[src/rtl/mem_req_tracker.sv]
// Outstanding-request tracker for the sram-like data bus: an in-order FIFO of {wr, tag, killed}
// that pairs each data_data_ok with the oldest accepted request and hides flushed responses.
module mem_req_tracker #(
    parameter int unsigned DEPTH   = 4,
    parameter int unsigned ADDR_W  = 32,
    parameter int unsigned DATA_W  = 32,
    parameter int unsigned TAG_W   = 5,
    parameter int unsigned RSP_REG = 0
) (
    input  logic                       clk,
    input  logic                       reset,
    input  logic                       req_valid,
    output logic                       req_ready,
    input  logic                       req_wr,
    input  logic [1:0]                 req_size,
    input  logic [DATA_W/8-1:0]        req_wstrb,
    input  logic [ADDR_W-1:0]          req_addr,
    input  logic [DATA_W-1:0]          req_wdata,
    input  logic [TAG_W-1:0]           req_tag,
    input  logic                       flush,
    output logic                       data_req,
    output logic                       data_wr,
    output logic [1:0]                 data_size,
    output logic [DATA_W/8-1:0]        data_wstrb,
    output logic [ADDR_W-1:0]          data_addr,
    output logic [DATA_W-1:0]          data_wdata,
    input  logic                       data_addr_ok,
    input  logic                       data_data_ok,
    input  logic [DATA_W-1:0]          data_rdata,
    output logic                       rsp_valid,
    output logic                       rsp_wr,
    output logic [TAG_W-1:0]           rsp_tag,
    output logic [DATA_W-1:0]          rsp_rdata,
    output logic [$clog2(DEPTH+1)-1:0] outstanding,
    output logic                       full,
    output logic                       proto_err
);

    localparam int unsigned PW = (DEPTH > 1) ? $clog2(DEPTH) : 1;
    localparam int unsigned CW = $clog2(DEPTH + 1);

    logic [PW-1:0]    wr_ptr_q, rd_ptr_q;
    logic [CW-1:0]    cnt_q, cnt_d;
    logic [DEPTH-1:0] wr_q, killed_q, killed_d;
    logic [TAG_W-1:0] tag_q [DEPTH];
    logic             proto_err_q;
    logic             pop, head_live;

    assign full        = (cnt_q == CW'(DEPTH));
    assign data_req    = req_valid & ~full;
    assign req_ready   = data_req & data_addr_ok;
    assign data_wr     = req_wr;
    assign data_size   = req_size;
    assign data_wstrb  = req_wstrb;
    assign data_addr   = req_addr;
    assign data_wdata  = req_wdata;
    assign outstanding = cnt_q;
    assign proto_err   = proto_err_q;

    // data_data_ok while empty is a protocol error and must not disturb the FIFO.
    assign pop       = data_data_ok & (cnt_q != '0);
    assign head_live = pop & ~killed_q[rd_ptr_q] & ~flush;

    always_comb begin
        cnt_d = cnt_q;
        if (req_ready && !pop) begin
            cnt_d = cnt_q + CW'(1);
        end else if (!req_ready && pop) begin
            cnt_d = cnt_q - CW'(1);
        end
    end

    // Killing every slot on flush is safe: free slots get killed=0 again when written,
    // and a slot written in the flush cycle must come out killed anyway.
    always_comb begin
        killed_d = killed_q;
        if (req_ready) begin
            killed_d[wr_ptr_q] = 1'b0;
        end
        if (flush) begin
            killed_d = '1;
        end
    end

    always_ff @(posedge clk or negedge reset) begin
        if (!reset) begin
            wr_ptr_q    <= '0;
            rd_ptr_q    <= '0;
            cnt_q       <= '0;
            wr_q        <= '0;
            killed_q    <= '0;
            proto_err_q <= 1'b0;
            for (int i = 0; i < int'(DEPTH); i++) begin
                tag_q[i] <= '0;
            end
        end else begin
            if (req_ready) begin
                wr_q[wr_ptr_q]  <= req_wr;
                tag_q[wr_ptr_q] <= req_tag;
                wr_ptr_q        <= wr_ptr_q + PW'(1);
            end
            if (pop) begin
                rd_ptr_q <= rd_ptr_q + PW'(1);
            end
            if (data_data_ok && cnt_q == '0) begin
                proto_err_q <= 1'b1;
            end
            killed_q <= killed_d;
            cnt_q    <= cnt_d;
        end
    end

    if (RSP_REG != 0) begin : g_rsp_reg
        logic              rsp_valid_q, rsp_wr_q;
        logic [TAG_W-1:0]  rsp_tag_q;
        logic [DATA_W-1:0] rsp_rdata_q;

        always_ff @(posedge clk or negedge reset) begin
            if (!reset) begin
                rsp_valid_q <= 1'b0;
                rsp_wr_q    <= 1'b0;
                rsp_tag_q   <= '0;
                rsp_rdata_q <= '0;
            end else begin
                rsp_valid_q <= head_live;
                rsp_wr_q    <= head_live & wr_q[rd_ptr_q];
                rsp_tag_q   <= head_live ? tag_q[rd_ptr_q] : '0;
                rsp_rdata_q <= head_live ? data_rdata : '0;
            end
        end

        // A flush arriving as the registered response is presented still cancels it.
        always_comb begin
            rsp_valid = rsp_valid_q & ~flush;
            rsp_wr    = rsp_wr_q;
            rsp_tag   = rsp_tag_q;
            rsp_rdata = rsp_rdata_q;
        end
    end else begin : g_rsp_comb
        always_comb begin
            rsp_valid = head_live;
            rsp_wr    = head_live & wr_q[rd_ptr_q];
            rsp_tag   = head_live ? tag_q[rd_ptr_q] : '0;
            rsp_rdata = head_live ? data_rdata : '0;
        end
    end

endmodule

[config.mk]
export PLATFORM = sky130hd
export DESIGN_NAME = mem_req_tracker
export DESIGN_NICKNAME = d
export VERILOG_FILES = /design/src/rtl/mem_req_tracker.sv
export SDC_FILE = /design/constraint.sdc
export NUM_CORES = 1
export LEC_CHECK = 0
export ABC_CLOCK_PERIOD_IN_PS = 3000
export BUFFER_PORTS_ARGS = -buffer_cell sky130_fd_sc_hd__buf_2
export CAP_MARGIN = 40
export CORE_AREA = 2 2 90 92
export CTS_CLUSTER_SIZE = 8
export DETAILED_ROUTE_END_ITERATION = 6
export DIE_AREA = 0 0 92 94
export GPL_TIMING_DRIVEN = 0
export PLACE_DENSITY = 0.77
export SYNTH_ARGS = -nofsm -noshare
export SYNTH_HDL_FRONTEND = slang
export SYNTH_SLANG_ARGS = --single-unit
[constraint.sdc]
create_clock -name clk -period 3 [get_ports clk]
set_input_delay 0.6 -clock clk [delete_from_list [all_inputs] [get_ports clk]]
set_output_delay 0.6 -clock clk [all_outputs]
set_load 0.02 [all_outputs]
==> impl_metrics.json, run 1 <==
{
  "worst-endpoint-required_ns": 2.40,
  "totalWireLength_microns": 9010,
  "worst_r2r_path_depth": 7,
  "global_route.peak_usage_layer": "met2",
  "synth_area_leaders": "sky130_fd_sc_hd__dfrtp_1 37%, sky130_fd_sc_hd__buf_4 22%, sky130_fd_sc_hd__mux2_2 12%",
  "globalRouteOverflowTotal": 0,
  "clock_sinks": 36,
  "worstHoldPathType": "primary input to async pin",
  "global_route.usage.met2_pct": 28.8,
  "place_hpwl_microns": 7740,
  "groute.layer.met1.usage_pct": 27.9,
  "power-per-cell-area_mw_per_mm2": 651,
  "fin_max_slew_vios": 0,
  "max-vdd-ir-drop_mv": 0.474,
  "chipWidth_microns": 92,
  "via_count": 2148,
  "mappedNetlistNets": 340,
  "grtUsageMet3_pct": 6.82,
  "average_vias_per_placed_instance": 4.38,
  "syn_inst": 220,
  "total_power_mw": 2.29,
  "cts_buffer_depth": 2,
  "critical_path.slowest_cell": "sky130_fd_sc_hd__mux4_2",
  "timing.rr.start": "outstanding[0]$_DFFE_PN0P_",
  "timing.fmax_ghz": 0.344,
  "drc": 0,
  "worst_pin_slew_ns": 0.778,
  "htreeDepth": 2,
  "cellLeakagePower_nw": 1.94,
  "global_route_wire_length_before_repair_microns": 12500,
  "ys_ff_latch": 36,
  "clkSlewWorstSetupHoldPaths_ns": 0.07,
  "clk_root_buf": "sky130_fd_sc_hd__clkbuf_8",
  "postSynthAreaPerCell_sq_um": 11.2,
  "syn_to_final_growth_pct": 43.2,
  "worst-path-max-fanout": 9,
  "start_util_pct": 32.3,
  "filler_cell_count": 764,
  "design.die.area_sq_mm": 0.00865,
  "synth.lib_cells_used.distinct": 23,
  "numCtsBuffers": 5,
  "critical_path.reg2reg.endpoint": "outstanding[1]$_DFFE_PN0P_",
  "core_region_area_sq_mm": 0.00761,
  "dieHeight_microns": 94,
  "post_drt_wl_per_cell_microns": 18.4,
  "cap_viol_max_count": 0,
  "finalSetupTns_ns": 0,
  "port-buffer-count": 158,
  "arrival_ns": 2.31,
  "timing.slew.headroom_pct": 48.1,
  "antenna_found_initial": 1,
  "vias_in_the_first_global_route": 2083,
  "antenna_violating_nets_post_route": 0,
  "period_needed_ns": 2.91,
  "yosysSeqAreaShare_pct": 36.7,
  "finClkSkew_ns": 0.00757,
  "num-nets-final": 506,
  "critical-path-top-delay-family": "buffers and inverters",
  "area.sequential_sq_um": 901,
  "detailedRoute.firstPassIterationCount": 4,
  "synthDominantCellAreaShare_pct": 36.7,
  "critPathBufInv": 5,
  "pin_count_of_the_biggest_net_entering_global_routing": 37,
  "setup_viol": 0,
  "yosysWarnings": 0,
  "crit_chain": "buf_8, mux4_2, nor4b_4, buf_4, buf_6, buf_4, and2_1, buf_2",
  "clock_tree_from_tritoncts": "yes",
  "timing.final.hold_violations": 0,
  "setup.reg_to_reg.worst_slack_ns": 0.54,
  "1st_iter_drt_viols": 92,
  "worst_skew_pair.late_latency_ns": 0.29,
  "drive_above_1_share_pct": 71.8,
  "routabilityCongestion": 0.876,
  "pin_count": 231,
  "crit_path_kind": "flop to primary output",
  "timing.hold.ws_ns": 0.378,
  "floorplan.rows": 32,
  "worst_path_largest_cell_delay_ns": 0.53,
  "end_kind": "primary output",
  "most_used_cell_cp": "sky130_fd_sc_hd__buf_4",
  "global_route.usage.total_pct": 19.5,
  "fin_crit_sh_pct": 97.0,
  "type_of_origin_of_the_critical_path": "flop",
  "syn-cell-area_sq_mm": 0.00246,
  "area_used_by_multi_input_combinational_logic_sq_um": 953,
  "outcome": "finished, final reports clean",
  "yosysTopAreaCell": "sky130_fd_sc_hd__dfrtp_1"
}
-- Yosys cell counts, drive strengths merged --
cell type  number
a21o            5
nand3b          1
mux4            7
nor2            1
xor2            2
clkbuf          4
nand2b          1
inv             4
fa              1
nor3            1
ha              5
and2           39
dfrtp          36
mux2           26
xnor2           4
buf            76
nor4b           1
or3b            1
and3            1
nand4           4
-- sequential cells by signal, summed over array words and instances (netlist names) --
signal	cells
tag_q	20
killed_q	4
wr_q	4
outstanding	3
rd_ptr_q	2
wr_ptr_q	2
proto_err	1
-- per-layer routing --
layer,routed length [microns],up-vias
li1,-,981
met1,4020,1064
met2,4090,96
met3,837,7
met4,61,0
met5,0,-
-- cell type report --
class                      instances  area share, %
antenna                            1         0.0711
buffer                            79           17.1
clock buffer                       6           2.06
clock inverter                     2          0.996
inverter                           4          0.427
multi-input combinational        100           27.1
sequential                        36           25.6
tap                              102           3.63
timing repair buffer             160           23.0
-- cells by family (layout without fill, tap and decap cells) --
kind of cell | Yosys count | count (layout) | share of synthesized area (%)
xor+xnor | 6 | 6 | 2.14
mux | 33 | 33 | 18.3
simple gates | 50 | 50 | 13.4
flops | 36 | 36 | 36.7
compound gates | 5 | 5 | 1.53
other cells | 0 | 1 | 0
buf+inv | 84 | 251 | 24.5
fa+ha+maj | 6 | 6 | 3.36
-- worst max-delay path by stage --
| stage | from | endpoint | slack [ns] | cells past startpoint |
|---|---|---|---|---|
| finish | rd_ptr_q[0]$_DFFE_PN0P_ | rsp_rdata[0] | 0.09 | 8 |
| global route | rd_ptr_q[0]$_DFFE_PN0P_ | rsp_rdata[11] | -0.03 | 8 |
| CTS | rd_ptr_q[0]$_DFFE_PN0P_ | rsp_rdata[7] | 0.0003 | 6 |
| detailed placement | rd_ptr_q[1]$_DFFE_PN0P_ | rsp_rdata[7] | 0.08 | 6 |
| global placement | rd_ptr_q[1]$_DFFE_PN0P_ | rsp_rdata[5] | 0.09 | 6 |
| floorplan | outstanding[0]$_DFFE_PN0P_ | outstanding[1]$_DFFE_PN0P_ | 0.49 | 7 |
-- worst register-to-register path, delay by kind of cell (launching register included) --
kind | cells | cell delay [ns]
buf+inv | 2 | 0.24
mux | 1 | 0.26
simple gates | 2 | 0.75
flops | 1 | 0.46
fa+ha+maj | 2 | 0.64
-- what timing repair did --
| action | in CTS | in global routing |
|---|---|---|
| endpoints found under the setup margin | 29 | 27 |
| resized for setup | 2 | 7 |
| pin swaps | 0 | 1 |
| hold buffers | 0 | 0 |
| setup buffers | 0 | 2 |
-- report_power, final --
| part | switching [mW] | leakage, nW | total, mW | internal (mW) |
|---|---|---|---|---|
| Combinational | 0.448 | 1.47 | 1.01 | 0.559 |
| Sequential | 0.159 | 0.417 | 0.873 | 0.714 |
| Clock | 0.166 | 0.0552 | 0.413 | 0.246 |
| Total | 0.773 | 1.94 | 2.29 | 1.52 |
-- stage by stage --
stage	setup slack, ns	instance area, sq um	utilization (%)	std cells
6_report	0.0907	3520	46.3	490
5_1_grt	-0.0332	3520	46.2	489
4_1_cts	0.000336	3480	45.8	487
3_5_place_dp	0.0795	3370	44.4	480
3_3_place_gp	0.0899	3370	44.4	480
2_1_floorplan	0.490	2460	-	220
-- cell usage in the layout (no fill, tap or decap) --
cell type and count:
sky130_fd_sc_hd__buf_2 156, sky130_fd_sc_hd__buf_4 75, sky130_fd_sc_hd__and2_1 39, sky130_fd_sc_hd__dfrtp_1 36, sky130_fd_sc_hd__mux2_2 26, sky130_fd_sc_hd__mux4_2 7, sky130_fd_sc_hd__a21o_1 5, sky130_fd_sc_hd__ha_1 5
sky130_fd_sc_hd__clkbuf_8 5, sky130_fd_sc_hd__inv_1 4, sky130_fd_sc_hd__nand4_1 4, sky130_fd_sc_hd__xnor2_1 4, sky130_fd_sc_hd__buf_6 3, sky130_fd_sc_hd__clkbuf_1 3, sky130_fd_sc_hd__xor2_1 2, sky130_fd_sc_hd__diode_2 1
sky130_fd_sc_hd__buf_8 1, sky130_fd_sc_hd__nor3_1 1, sky130_fd_sc_hd__nor4b_4 1, sky130_fd_sc_hd__clkbuf_4 1, sky130_fd_sc_hd__or3b_2 1, sky130_fd_sc_hd__buf_1 1, sky130_fd_sc_hd__and3_1 1, sky130_fd_sc_hd__nand2b_1 1
sky130_fd_sc_hd__nand3b_1 1, sky130_fd_sc_hd__nor2_1 1, sky130_fd_sc_hd__fa_1 1, sky130_fd_sc_hd__bufinv_16 1, sky130_fd_sc_hd__clkinv_2 1
Power figures use the tool's default switching activity.
==> inputs of run 2 (changes only) <==
Settings changed: ABC_CLOCK_PERIOD_IN_PS 3000 to 3300.
Clock period 3 ns to 3.3 ns, I/O delays scaled along.
==> impl_metrics.json, run 2 (synthesized netlist as in run 1, its figures left out) <==
{
  "drc": 0,
  "worstHoldPathType": "primary input to async pin",
  "cts_buffer_depth": 2,
  "clock_tree_from_tritoncts": "yes",
  "chipWidth_microns": 92,
  "pin_count_of_the_biggest_net_entering_global_routing": 37,
  "fin_max_slew_vios": 0,
  "area.sequential_sq_um": 901,
  "met3_length_microns": 875,
  "fin_area_sq_mm": 0.00348,
  "finalSetupTns_ns": 0,
  "global_route.usage.total_pct": 19.5,
  "placed_cells": 480,
  "top_register": "tag_q",
  "1st_iter_drt_viols": 86,
  "timing.fmax_ghz": 0.320,
  "clk_root_buf": "sky130_fd_sc_hd__clkbuf_8",
  "post-cts-setup-buffers": 0,
  "worst_skew_pair.late_latency_ns": 0.29,
  "total_power_mw": 2.07,
  "pin_count": 231,
  "highest_layer": "met4",
  "vias_in_the_first_global_route": 2090,
  "end_kind": "primary output",
  "post_drt_wl_per_cell_microns": 18.4,
  "outcome": "finished, final reports clean",
  "detailedRoute.firstPassIterationCount": 4,
  "type_of_origin_of_the_critical_path": "flop",
  "critical_path.slowest_cell": "sky130_fd_sc_hd__mux4_2",
  "start_util_pct": 32.3,
  "number_of_gates_resized_after_cts": 0,
  "globalRouteOverflowTotal": 0,
  "fin_crit_sh_pct": 94.8,
  "timing.slew.headroom_pct": 48.1,
  "number_of_flip_flops_under_the_largest_register_name": 20,
  "port-buffer-count": 158,
  "drive_above_1_share_pct": 71.4,
  "design.die.area_sq_mm": 0.00865,
  "setup_viol": 0,
  "totalWireLength_microns": 8990,
  "htreeDepth": 2,
  "max-vdd-ir-drop_mv": 0.431,
  "crit_chain": "buf_6, mux4_2, nor4b_4, clkbuf_1, and2_1, buf_2",
  "via_count": 2155,
  "critical-path-top-delay-family": "buffers and inverters",
  "worst-endpoint-required_ns": 2.64,
  "num-nets-final": 504,
  "global_route_wire_length_before_repair_microns": 12500,
  "timing.hold.ws_ns": 0.449,
  "rsz0062_at_grt": "no",
  "core_region_area_sq_mm": 0.00761,
  "final_cell_mix": "159 x sky130_fd_sc_hd__buf_2, 72 x sky130_fd_sc_hd__buf_4, 39 x sky130_fd_sc_hd__and2_1",
  "clkSlewWorstSetupHoldPaths_ns": 0.07,
  "cellLeakagePower_nw": 1.93,
  "numCtsBuffers": 5,
  "worst-path-max-fanout": 10,
  "arrival_ns": 2.47,
  "floorplan.rows": 32,
  "crit_path_kind": "flop to primary output",
  "power-per-cell-area_mw_per_mm2": 595,
  "antenna_found_initial": 1,
  "cap_viol_max_count": 0,
  "area_used_by_multi_input_combinational_logic_sq_um": 953,
  "route.met2.wl_microns": 4090,
  "syn_to_final_growth_pct": 41.7,
  "top_regs": "tag_q x20, killed_q x4, wr_q x4",
  "clock_sinks": 36,
  "finClkSkew_ns": 0.00769,
  "critPathBufInv": 3,
  "routabilityCongestion": 0.876,
  "fin_cells": 488,
  "count_of_hold_fix_buffers_inserted_at_cts": 0,
  "period_needed_ns": 3.13,
  "place_hpwl_microns": 7740,
  "dieHeight_microns": 94,
  "antenna_violating_nets_post_route": 0,
  "timing.final.hold_violations": 0,
  "filler_cell_count": 764,
  "route.layer.met1.wl_microns": 3970,
  "average_vias_per_placed_instance": 4.42,
  "worst_path_largest_cell_delay_ns": 0.54,
  "layout_commonest_cell": "sky130_fd_sc_hd__buf_2",
  "worst_pin_slew_ns": 0.779,
  "place_area_sq_mm": 0.00337
}
==> run 2: cell type report <==
type,count,share of cell area [%]
Antenna cell,1,0.0719
Buffer,79,16.8
Clock buffer,6,2.08
Clock inverter,2,1.01
Inverter,4,0.431
Multi-Input combinational cell,100,27.4
Sequential cell,36,25.9
Tap cell,102,3.67
Timing Repair Buffer,158,22.7
==> run 2: layer usage <==
| metal | track usage [%] | up-vias |
|---|---|---|
| met4 | 3.48 | 0 |
| met5 | 0 | - |
| met3 | 6.82 | 7 |
| met2 | 28.9 | 102 |
| met1 | 28.0 | 1069 |
| li1 | - | 977 |
==> run 2: where the power goes <==
part	total (mW)	switching (mW)	internal [mW]
clock	0.374	0.150	0.224
combinational	0.905	0.406	0.499
sequential	0.791	0.142	0.649
total	2.07	0.697	1.37
==> run 2: final timing paths <==
path                                            startpoint                          to  slack (ns)  cells past startpoint
worst min-delay path                                 reset        tag_q[7]$_DFFE_PN0P_        0.45                      1
worst min register to register       proto_err$_DFFE_PN0P_       proto_err$_DFFE_PN0P_        0.46                      1
worst max register to register  outstanding[0]$_DFFE_PN0P_  outstanding[1]$_DFFE_PN0P_        0.84                      7
worst max-delay path               rd_ptr_q[0]$_DFFE_PN0P_                rsp_rdata[7]        0.17                      6
min in group clk                     proto_err$_DFFE_PN0P_       proto_err$_DFFE_PN0P_        0.46                      1
max in group asynchronous                            reset     wr_ptr_q[0]$_DFFE_PN0P_        2.35                      1
==> run 2: through the flow <==
| step | setup WS [ns] | utilization [%] |
|---|---|---|
| global route | 0.0140 | 45.7 |
| global placement | 0.330 | 44.4 |
| CTS | 0.00530 | 45.8 |
| finish | 0.171 | 45.8 |
| detailed placement | 0.319 | 44.4 |
| floorplan | 0.790 | - |
